$ cat config.mk
export PLATFORM = sky130hd
export DESIGN_NAME = gray_code_conv_pipe
export DESIGN_NICKNAME = d
export VERILOG_FILES = /design/src/rtl/gray_pkg.sv /design/src/rtl/gray_pipe_stage.sv /design/src/rtl/gray_code_conv_pipe.sv
export SDC_FILE = /design/constraint.sdc
export NUM_CORES = 1
export LEC_CHECK = 0
export CAP_MARGIN = 0
export CORE_ASPECT_RATIO = 1.2
export CORE_MARGIN = 2
export CORE_UTILIZATION = 49
export CTS_CLUSTER_DIAMETER = 50
export DETAILED_ROUTE_END_ITERATION = 7
export PLACE_DENSITY = 0.76
export SLEW_MARGIN = 20
export SYNTH_ARGS = -nofsm -noshare
export SYNTH_HDL_FRONTEND = slang
export SYNTH_SLANG_ARGS = --single-unit
$ cat constraint.sdc
create_clock -name clk -period 2.1 [get_ports clk]
set_input_delay 0.525 -clock clk [delete_from_list [all_inputs] [get_ports clk]]
set_output_delay 0.525 -clock clk [all_outputs]
set_load 0.05 [all_outputs]
$ cat src/rtl/gray_pkg.sv
// rtl/gray_pkg.sv - shared mode constants and Gray/binary conversion functions
package gray_pkg;

  localparam logic MODE_B2G = 1'b0;
  localparam logic MODE_G2B = 1'b1;

  localparam int MAX_W = 32;
  typedef logic [MAX_W-1:0] word_t;

  // Callers zero-extend narrower words; zero upper bits leave the low bits unaffected.
  function automatic word_t bin2gray(input word_t b);
    return b ^ (b >> 1);
  endfunction

  // Prefix-XOR running down from the MSB.
  function automatic word_t gray2bin(input word_t g);
    word_t b;
    b = '0;
    b[MAX_W-1] = g[MAX_W-1];
    for (int i = MAX_W - 2; i >= 0; i--) begin
      b[i] = b[i+1] ^ g[i];
    end
    return b;
  endfunction

endpackage

$ cat src/rtl/gray_pipe_stage.sv
// rtl/gray_pipe_stage.sv - one pipeline slot: valid flag plus payload register with load enable
module gray_pipe_stage #(
  parameter int DW = 5
) (
  input  logic          clk,
  input  logic          rst,
  input  logic          ld,
  input  logic          drain,
  input  logic [DW-1:0] d,
  output logic          valid,
  output logic [DW-1:0] q
);

  // Load wins over drain so a slot can be emptied and refilled on the same edge.
  always_ff @(posedge clk) begin
    if (rst) begin
      valid <= 1'b0;
      q     <= '0;
    end else if (ld) begin
      valid <= 1'b1;
      q     <= d;
    end else if (drain) begin
      valid <= 1'b0;
    end
  end

endmodule

$ cat src/rtl/gray_code_conv_pipe.sv
// rtl/gray_code_conv_pipe.sv - two-stage valid/ready Gray<->binary converter with transfer counter
module gray_code_conv_pipe
  import gray_pkg::*;
#(
  parameter int WIDTH = 4,
  parameter int CNT_W = 16
) (
  input  logic             clk,
  input  logic             rst,
  input  logic             in_valid,
  output logic             in_ready,
  input  logic             in_mode,
  input  logic [WIDTH-1:0] in_data,
  output logic             out_valid,
  input  logic             out_ready,
  output logic [WIDTH-1:0] out_data,
  output logic             out_mode,
  output logic [CNT_W-1:0] done_cnt
);

  // G2B is split: S1 resolves the upper H bits, S2 the lower L bits.
  localparam int L = WIDTH / 2;

  logic             s1_ld;
  logic             s2_ld;
  logic             s1_valid;
  logic             s2_valid;
  logic [WIDTH:0]   s1_q;
  logic [WIDTH:0]   s2_q;
  logic [WIDTH-1:0] s1_conv;
  logic [WIDTH-1:0] s2_conv;
  logic             s1_mode;
  logic [WIDTH-1:0] s1_word;

  assign s1_mode = s1_q[WIDTH];
  assign s1_word = s1_q[WIDTH-1:0];

  assign s1_ld    = in_valid && in_ready;
  assign s2_ld    = s1_valid && (!s2_valid || out_ready);
  assign in_ready = !s1_valid || s2_ld;

  // S1 conversion: full B2G, or upper-half prefix-XOR for G2B (lower half left as Gray).
  always_comb begin
    s1_conv = '0;
    if (in_mode == MODE_B2G) begin
      s1_conv = in_data ^ (in_data >> 1);
    end else begin
      s1_conv = in_data;
      for (int i = WIDTH - 2; i >= L; i--) begin
        s1_conv[i] = s1_conv[i+1] ^ in_data[i];
      end
    end
  end

  // S2 conversion: finish the prefix-XOR into the lower half for G2B; B2G passes through.
  always_comb begin
    s2_conv = s1_word;
    if (s1_mode == MODE_G2B) begin
      for (int i = L - 1; i >= 0; i--) begin
        s2_conv[i] = s2_conv[i+1] ^ s1_word[i];
      end
    end
  end

  gray_pipe_stage #(.DW(WIDTH + 1)) u_s1 (
    .clk   (clk),
    .rst   (rst),
    .ld    (s1_ld),
    .drain (s2_ld),
    .d     ({in_mode, s1_conv}),
    .valid (s1_valid),
    .q     (s1_q)
  );

  gray_pipe_stage #(.DW(WIDTH + 1)) u_s2 (
    .clk   (clk),
    .rst   (rst),
    .ld    (s2_ld),
    .drain (out_ready),
    .d     ({s1_mode, s2_conv}),
    .valid (s2_valid),
    .q     (s2_q)
  );

  assign out_valid = s2_valid;
  assign out_mode  = s2_q[WIDTH];
  assign out_data  = s2_q[WIDTH-1:0];

  // Count completed output transfers, sticking at all-ones.
  always_ff @(posedge clk) begin
    if (rst) begin
      done_cnt <= '0;
    end else if (out_valid && out_ready && (done_cnt != '1)) begin
      done_cnt <= done_cnt + CNT_W'(1);
    end
  end

endmodule

==> impl_metrics.py, run 1 <==
metrics = {
    "clock_network": {
        "cts.htree.levels": 1,
        "cts_tree": "done",
        "clk_pin_slew_worst_paths_ns": 0.16,
        "clock_sinks": 28,
        "numCtsBuffers": 3,
        "root_buffer": "clkbuf_4",
        "cts_setup_buffers": 0,
        "cts_hold_repair.buffers": 0,
        "clockBufferDepth": 2,
        "cts_resized": 4,
        "clk_latency_ns": 0.33,
    },
    "detailed_routing": {
        "wl_per_cell_um": 13.9,
        "dr.first_iter.drc_count": 35,
        "vias": 1323,
        "wl_mm": 3.19,
        "first_pass_iters": 4,
        "ant_nets": 0,
        "via_per_inst": 5.75,
        "drc_errors": 0,
    },
    "worst_hold_path": {
        "holdPathStages": 2,
        "min-delay-start": "u_s2.q[4]",
        "hold_end": "u_s2.q[4]",
        "hold_class": "reg2reg",
    },
    "power_and_ir_drop": {
        "ir_drop_mv": 0.598,
        "p_per_area_nw_per_um2": 569,
        "power_leakage_uw": 0.000707,
    },
    "worst_setup_path": {
        "slowest_delay_ns": 0.82,
        "cp_max_fo": 2,
        "path_cells": "clkdlybuf4s50_1",
        "critPathTopFamily": "buffers and inverters",
        "startpoint_type": "flop",
        "ff2ff_path_depth": 5,
        "timing.rr.start": "done_cnt[11]",
        "reg2reg_slack_ns": 0.28,
        "crit_buf_inv": 1,
        "crit_slowest_cell": "clkdlybuf4s50_1",
        "cp-end-kind": "output port",
        "worstPathRequired_ns": 1.57,
        "path_class": "reg2out",
        "arrival_ns": 1.51,
        "reg2reg_to": "done_cnt[9]",
    },
    "finish": {
        "multi_input_area_um2": 773,
        "diodes": 0,
        "seq_area_um2": 564,
        "drive_gt1_share_pct": 18.4,
        "syn_to_final_growth_pct": 29.7,
        "nFillCells": 259,
        "fin_util_pct": 65.8,
        "fin_nets": 207,
    },
    "global_route": {
        "grt_pass1_wl_mm": 5.46,
        "grt_use_total_pct": 21.2,
        "antenna_found_initial": 0,
        "grt_max_degree": 17,
        "grt_pass1_vias": 1312,
        "grt.overflow.total": 0,
    },
    "place": {
        "gp_congestion": 0.765,
        "dpl.hpwl_mm": 2.44,
        "place_ws_ns": -0.0899,
        "portBuffers": 31,
    },
    "die": {
        "fp-row-count": 21,
        "die_x_um": 52.5,
        "core_area_um2": 2730,
        "die_h_um": 62.2,
        "dieArea_um2": 3270,
        "start_util_pct": 50.7,
        "io_pins": 32,
    },
    "run_status": {
        "status": "complete, no violations",
    },
    "logic_synthesis": {
        "syn-cell-area_um2": 1390,
        "postSynth.asyncResetShare_pct": 0,
        "synth_ff_type": "dfxtp_1",
        "synth_seq_cells": 28,
        "synth_edf_count": 0,
        "syn_inst": 161,
        "ys_seq_area_share_pct": 40.5,
        "syn-num-nets": 171,
        "synth.distinct_cells": 42,
        "synth_warnings": 0,
        "synth.avg_cell_area_um2": 8.60,
    },
    "timing": {
        "period_minus_slack_ns": 2.03,
        "final-setup-viol-count": 0,
        "drv_slew": 0,
        "worstMarginPinSlew_ns": 0.527,
        "fmax_mhz": 492,
        "slew_headroom_pct": 64.8,
        "rsz0062_at_grt": "no",
        "fin_crit_sh_pct": 96.9,
        "fin_skew_ns": 0.00838,
        "fin_ws_ns": 0.0656,
        "hold_violations": 0,
    },
    "run": {
        "drv_cap": 0,
    },
}
-- worst max-delay path by stage --
stage / from / end / cells after the start / slack (ns)
after detailed placement: out_ready / done_cnt[9] / 5 / -0.09
after CTS: u_s2.q[2] / out_data[2] / 1 / 0.03
after global routing: done_cnt[1] / done_cnt[1] / 1 / 0.001
final: u_s2.q[4] / out_mode / 1 / 0.07
after global placement: out_ready / done_cnt[9] / 5 / -0.004
after floorplan: u_s2.valid / u_s1.q[3] / 5 / 0.02
-- stage by stage --
stage / TNS, ns / total power (uW) / hold WS, ns / instance area, um2 / std cells
after global routing: 0 / 1070 / 0.511 / 1800 / 230
after global placement: -0.00668 / 678 / 0.451 / 1740 / 226
final: 0 / 1020 / 0.481 / 1800 / 230
after detailed placement: -0.149 / 682 / 0.462 / 1740 / 226
after floorplan: 0 / 637 / 0.431 / 1390 / 161
after CTS: 0 / 1030 / 0.486 / 1790 / 230
-- where the power goes --
group	switching, uW	internal [uW]	total, uW
logic	61.7	48.9	111
clock network	159	193	352
registers	12.6	546	559
total	233	788	1020
-- routing by layer --
layer	up-vias	global-route usage, %	wire [um]
li1	664	-	-
met1	622	23.9	1300
met2	33	38.8	1710
met3	4	2.88	137
met4	0	7.69	39
met5	-	0	0
-- kinds of logic (layout without fill, tap and decap cells) --
| kind of cell | Yosys count | after routing | synth area share (%) |
|---|---|---|---|
| and+or+nand+nor | 76 | 76 | 31.9 |
| AOI/OAI and AO/OA | 35 | 35 | 16.3 |
| DFF | 28 | 28 | 40.5 |
| buffers and inverters | 11 | 46 | 3.70 |
| xor gates and xnor gates | 6 | 6 | 3.79 |
| muxes | 4 | 4 | 2.98 |
| adders and majority gates | 1 | 1 | 0.903 |
-- flip-flops by register name, indices dropped and copies added (netlist names) --
signal	cells
u_s2.q	5
u_s2.valid	1
u_s1.q	5
done_cnt	16
u_s1.valid	1
-- layout make-up --
cell class | count | share of cell area, %
Tap cell | 34 | 2.37
Multi-Input combinational cell | 122 | 43.0
Sequential cell | 28 | 31.4
Clock buffer | 3 | 1.25
Timing Repair Buffer | 39 | 19.6
Inverter | 3 | 0.627
Clock inverter | 1 | 1.67
-- worst register-to-register path, stage by stage, from the launching register on --
cell and delay (ns):
dfxtp_1 0.49, nand4_1 0.28, nor4_4 0.51, buf_4 0.25, o31ai_1 0.09, a21oi_1 0.14
-- cells in the mapped netlist, types with 2 or more instances --
cell type / count / area share [%]
nor3_1: 5 / 1.8
nand2_1: 15 / 4.1
nand2_2: 2 / 0.90
or3_1: 2 / 0.90
o31ai_1: 5 / 2.7
a211oi_1: 7 / 3.8
and3_1: 3 / 1.4
nand3_1: 5 / 1.8
inv_1: 3 / 0.81
xor2_1: 3 / 1.9
nor4_1: 3 / 1.4
mux2i_1: 3 / 2.2
nand4_1: 5 / 2.3
a31oi_1: 3 / 1.4
or4_1: 5 / 2.7
buf_2: 2 / 0.72
and2_1: 3 / 1.4
xnor2_1: 3 / 1.9
nor2_1: 14 / 3.8
a21oi_1: 13 / 4.7
dfxtp_1: 28 / 40
o21ai_0: 3 / 1.1
clkbuf_1: 5 / 1.4
nor2b_1: 3 / 1.4
-- cell usage in the layout (no fill, tap or decap), types with 4 or more instances in the layout --
master | synthesis | layout
nand3_1 | 5 | 5
clkdlybuf4s50_1 | 0 | 13
buf_4 | 0 | 19
o31ai_1 | 5 | 5
dlygate4sd2_1 | 0 | 4
nor2_1 | 14 | 14
dfxtp_1 | 28 | 25
nand2_1 | 15 | 15
nor3_1 | 5 | 5
a211oi_1 | 7 | 7
nand4_1 | 5 | 5
a21oi_1 | 13 | 13
or4_1 | 5 | 5
(Power assumes the default switching activity.)
==> run 2: changes to the inputs <==
--- a/config.mk
+++ b/config.mk
@@ -8,10 +8,10 @@
 export CAP_MARGIN = 0
 export CORE_ASPECT_RATIO = 1.2
 export CORE_MARGIN = 2
-export CORE_UTILIZATION = 49
+export CORE_UTILIZATION = 44
 export CTS_CLUSTER_DIAMETER = 50
 export DETAILED_ROUTE_END_ITERATION = 7
-export PLACE_DENSITY = 0.76
+export PLACE_DENSITY = 0.72
 export SLEW_MARGIN = 20
 export SYNTH_ARGS = -nofsm -noshare
 export SYNTH_HDL_FRONTEND = slang
==> constraint.sdc (replaced) <==
create_clock -name clk -period 1.75 [get_ports clk]
set_input_delay 0.4375 -clock clk [delete_from_list [all_inputs] [get_ports clk]]
set_output_delay 0.4375 -clock clk [all_outputs]
set_load 0.05 [all_outputs]
==> run 2 against run 1 <==
Compared with the run above: setup slack better by 0.025 ns; first-iteration DRC count is 34% lower; critical path depth is 3 higher; combinational power is 23% higher; clock-buffer cell count stayed put; routed wire length is 5.4% higher; non-clock buffer count is 14 higher; sequential power is 19% higher; die area is 11% higher; sequential cell count stayed put; global-route usage is 2.3 points lower; largest cell class unchanged; largest power group unchanged.
==> impl_metrics.py, run 2 (same netlist as run 1, synthesis figures left out) <==
metrics = {
    "run_status": {
        "status": "complete, no violations",
    },
    "worst_setup_path": {
        "cp_max_fo": 2,
        "reg2reg_slack_ns": 0.09,
        "arrival_ns": 1.90,
        "crit_slowest_cell": "or4_4",
        "slowest_delay_ns": 0.54,
        "startpoint_type": "flop",
        "cp-end-kind": "flop",
        "path_cells": "nand2_1 -> or4_4 -> nor4_2 -> mux2_1",
        "worstPathRequired_ns": 1.99,
        "path_class": "reg2reg",
    },
    "die": {
        "start_util_pct": 45.7,
        "dieArea_um2": 3610,
        "die_h_um": 65.5,
        "die_x_um": 55.2,
        "core_area_um2": 3030,
        "fp-row-count": 22,
        "io_pins": 32,
    },
    "global_route": {
        "grt_max_degree": 22,
        "grt.overflow.total": 0,
        "antenna_found_initial": 0,
        "grt_pass1_wl_mm": 5.53,
        "grt_use_total_pct": 19.0,
        "grt_pass1_vias": 1254,
    },
    "detailed_routing": {
        "vias": 1393,
        "wl_per_cell_um": 13.7,
        "drc_errors": 0,
        "wl_mm": 3.36,
        "dr.first_iter.drc_count": 23,
        "ant_nets": 0,
        "first_pass_iters": 4,
        "via_per_inst": 5.66,
    },
    "timing": {
        "hold_violations": 0,
        "drv_slew": 0,
        "fmax_mhz": 603,
        "fin_skew_ns": 0.0110,
        "setup_tns_ns": 0,
        "fin_crit_sh_pct": 94.8,
        "slew_headroom_pct": 77.9,
        "worstMarginPinSlew_ns": 0.328,
        "final-setup-viol-count": 0,
        "hold_ws_ns": 0.479,
        "rsz0062_at_grt": "yes",
        "period_minus_slack_ns": 1.66,
        "fin_ws_ns": 0.0904,
    },
    "finish": {
        "fin_nets": 221,
        "drive_gt1_share_pct": 38.6,
        "largest_register_ffs": 16,
        "top_regs": "done_cnt x16, u_s1.q x5, u_s2.q x5",
        "post_layout_nonfiller_instances": 246,
        "syn_to_final_growth_pct": 40.6,
        "diodes": 0,
        "top_register": "done_cnt",
        "final_common_cell": "buf_4",
        "layout_common_cells": "buf_4, nand2_1, nor2_1",
    },
    "clock_network": {
        "cts_hold_repair.buffers": 0,
        "clockBufferDepth": 2,
        "clock_sinks": 28,
        "cts_tree": "done",
        "cts.htree.levels": 1,
        "clk_pin_slew_worst_paths_ns": 0.17,
        "numCtsBuffers": 3,
        "root_buffer": "clkbuf_4",
        "clk_latency_ns": 0.33,
    },
    "power_and_ir_drop": {
        "switching_power_uw": 294,
        "ir_drop_mv": 0.415,
        "p_sw_share_pct": 23.8,
        "power_leakage_uw": 0.000755,
        "p_int_uw": 943,
        "comb_power_share_pct": 11.1,
        "p_clk_share_pct": 35.2,
        "p_per_area_nw_per_um2": 636,
        "seqPwrFrac_pct": 53.7,
    },
    "place": {
        "portBuffers": 31,
        "dpl.cell_count": 241,
        "dpl.hpwl_mm": 2.47,
        "gp_congestion": 0.811,
        "place_ws_ns": -0.325,
    },
    "worst_hold_path": {
        "hold_class": "reg2reg",
    },
    "run": {
        "drv_cap": 0,
    },
}
run 2: changes by cell type in the layout (fill, tap and decap cells not counted), sizes merged:
cell,previous run,this run
clkdlybuf4s50,13,7
dlygate4sd2,4,1
dlymetal6s2s,2,0
buf,20,45
run 2: per-stage QoR:
step                      power (uW)  area (um2)  util [%]
after CTS                       1250        1910      63.1
after global routing            1270        1950      64.3
final                           1240        1950      64.3
after detailed placement         817        1860      61.4
after global placement           813        1860      61.4
after floorplan                  759        1430         -
run 2: cell type report:
type	instances	area (um2)
Multi-Input combinational cell	122	798
Clock buffer	3	22.5
Fill cell	262	1080
Clock inverter	1	30.0
Sequential cell	28	594
Timing Repair Buffer	53	445
Tap cell	36	45.0
Inverter	3	11.3
run 2: worst max-delay path: cells and delay by family (launching register included):
| kind | cells | cell delay [ns] |
|---|---|---|
| muxes | 1 | 0.35 |
| DFF | 1 | 0.36 |
| and+or+nand+nor | 3 | 0.87 |
run 2: path summary, 6_finish.rpt:
kind | from | to | cells past startpoint
max | done_cnt[9] | done_cnt[13] | 4
min | u_s2.q[4] | u_s2.q[4] | 2
max reg2reg | done_cnt[9] | done_cnt[13] | 4
min reg2reg | u_s2.q[4] | u_s2.q[4] | 2
run 2: layer usage:
layer,share of wire (%),global-route usage [%]
met4,0.71,5.49
met2,52,35.6
met5,0,0
met1,43,22.2
met3,4.3,2.76
run 2: power groups by stage:
stage | clock network [uW] | logic, uW | registers, uW
floorplan | 0 | 56.0 | 703
global placement | 0 | 136 | 678
detailed placement | 0 | 139 | 679
global route | 456 | 149 | 668
CTS | 445 | 138 | 665
finish | 436 | 137 | 665
run 2: what timing repair did:
| action | CTS | global route |
|---|---|---|
| pin swaps | 0 | 2 |
| gates resized for setup | 1 | 7 |
| endpoints found under the setup margin | 1 | 6 |
| gates cloned | 0 | 0 |
| buffers inserted | 0 | 1 |
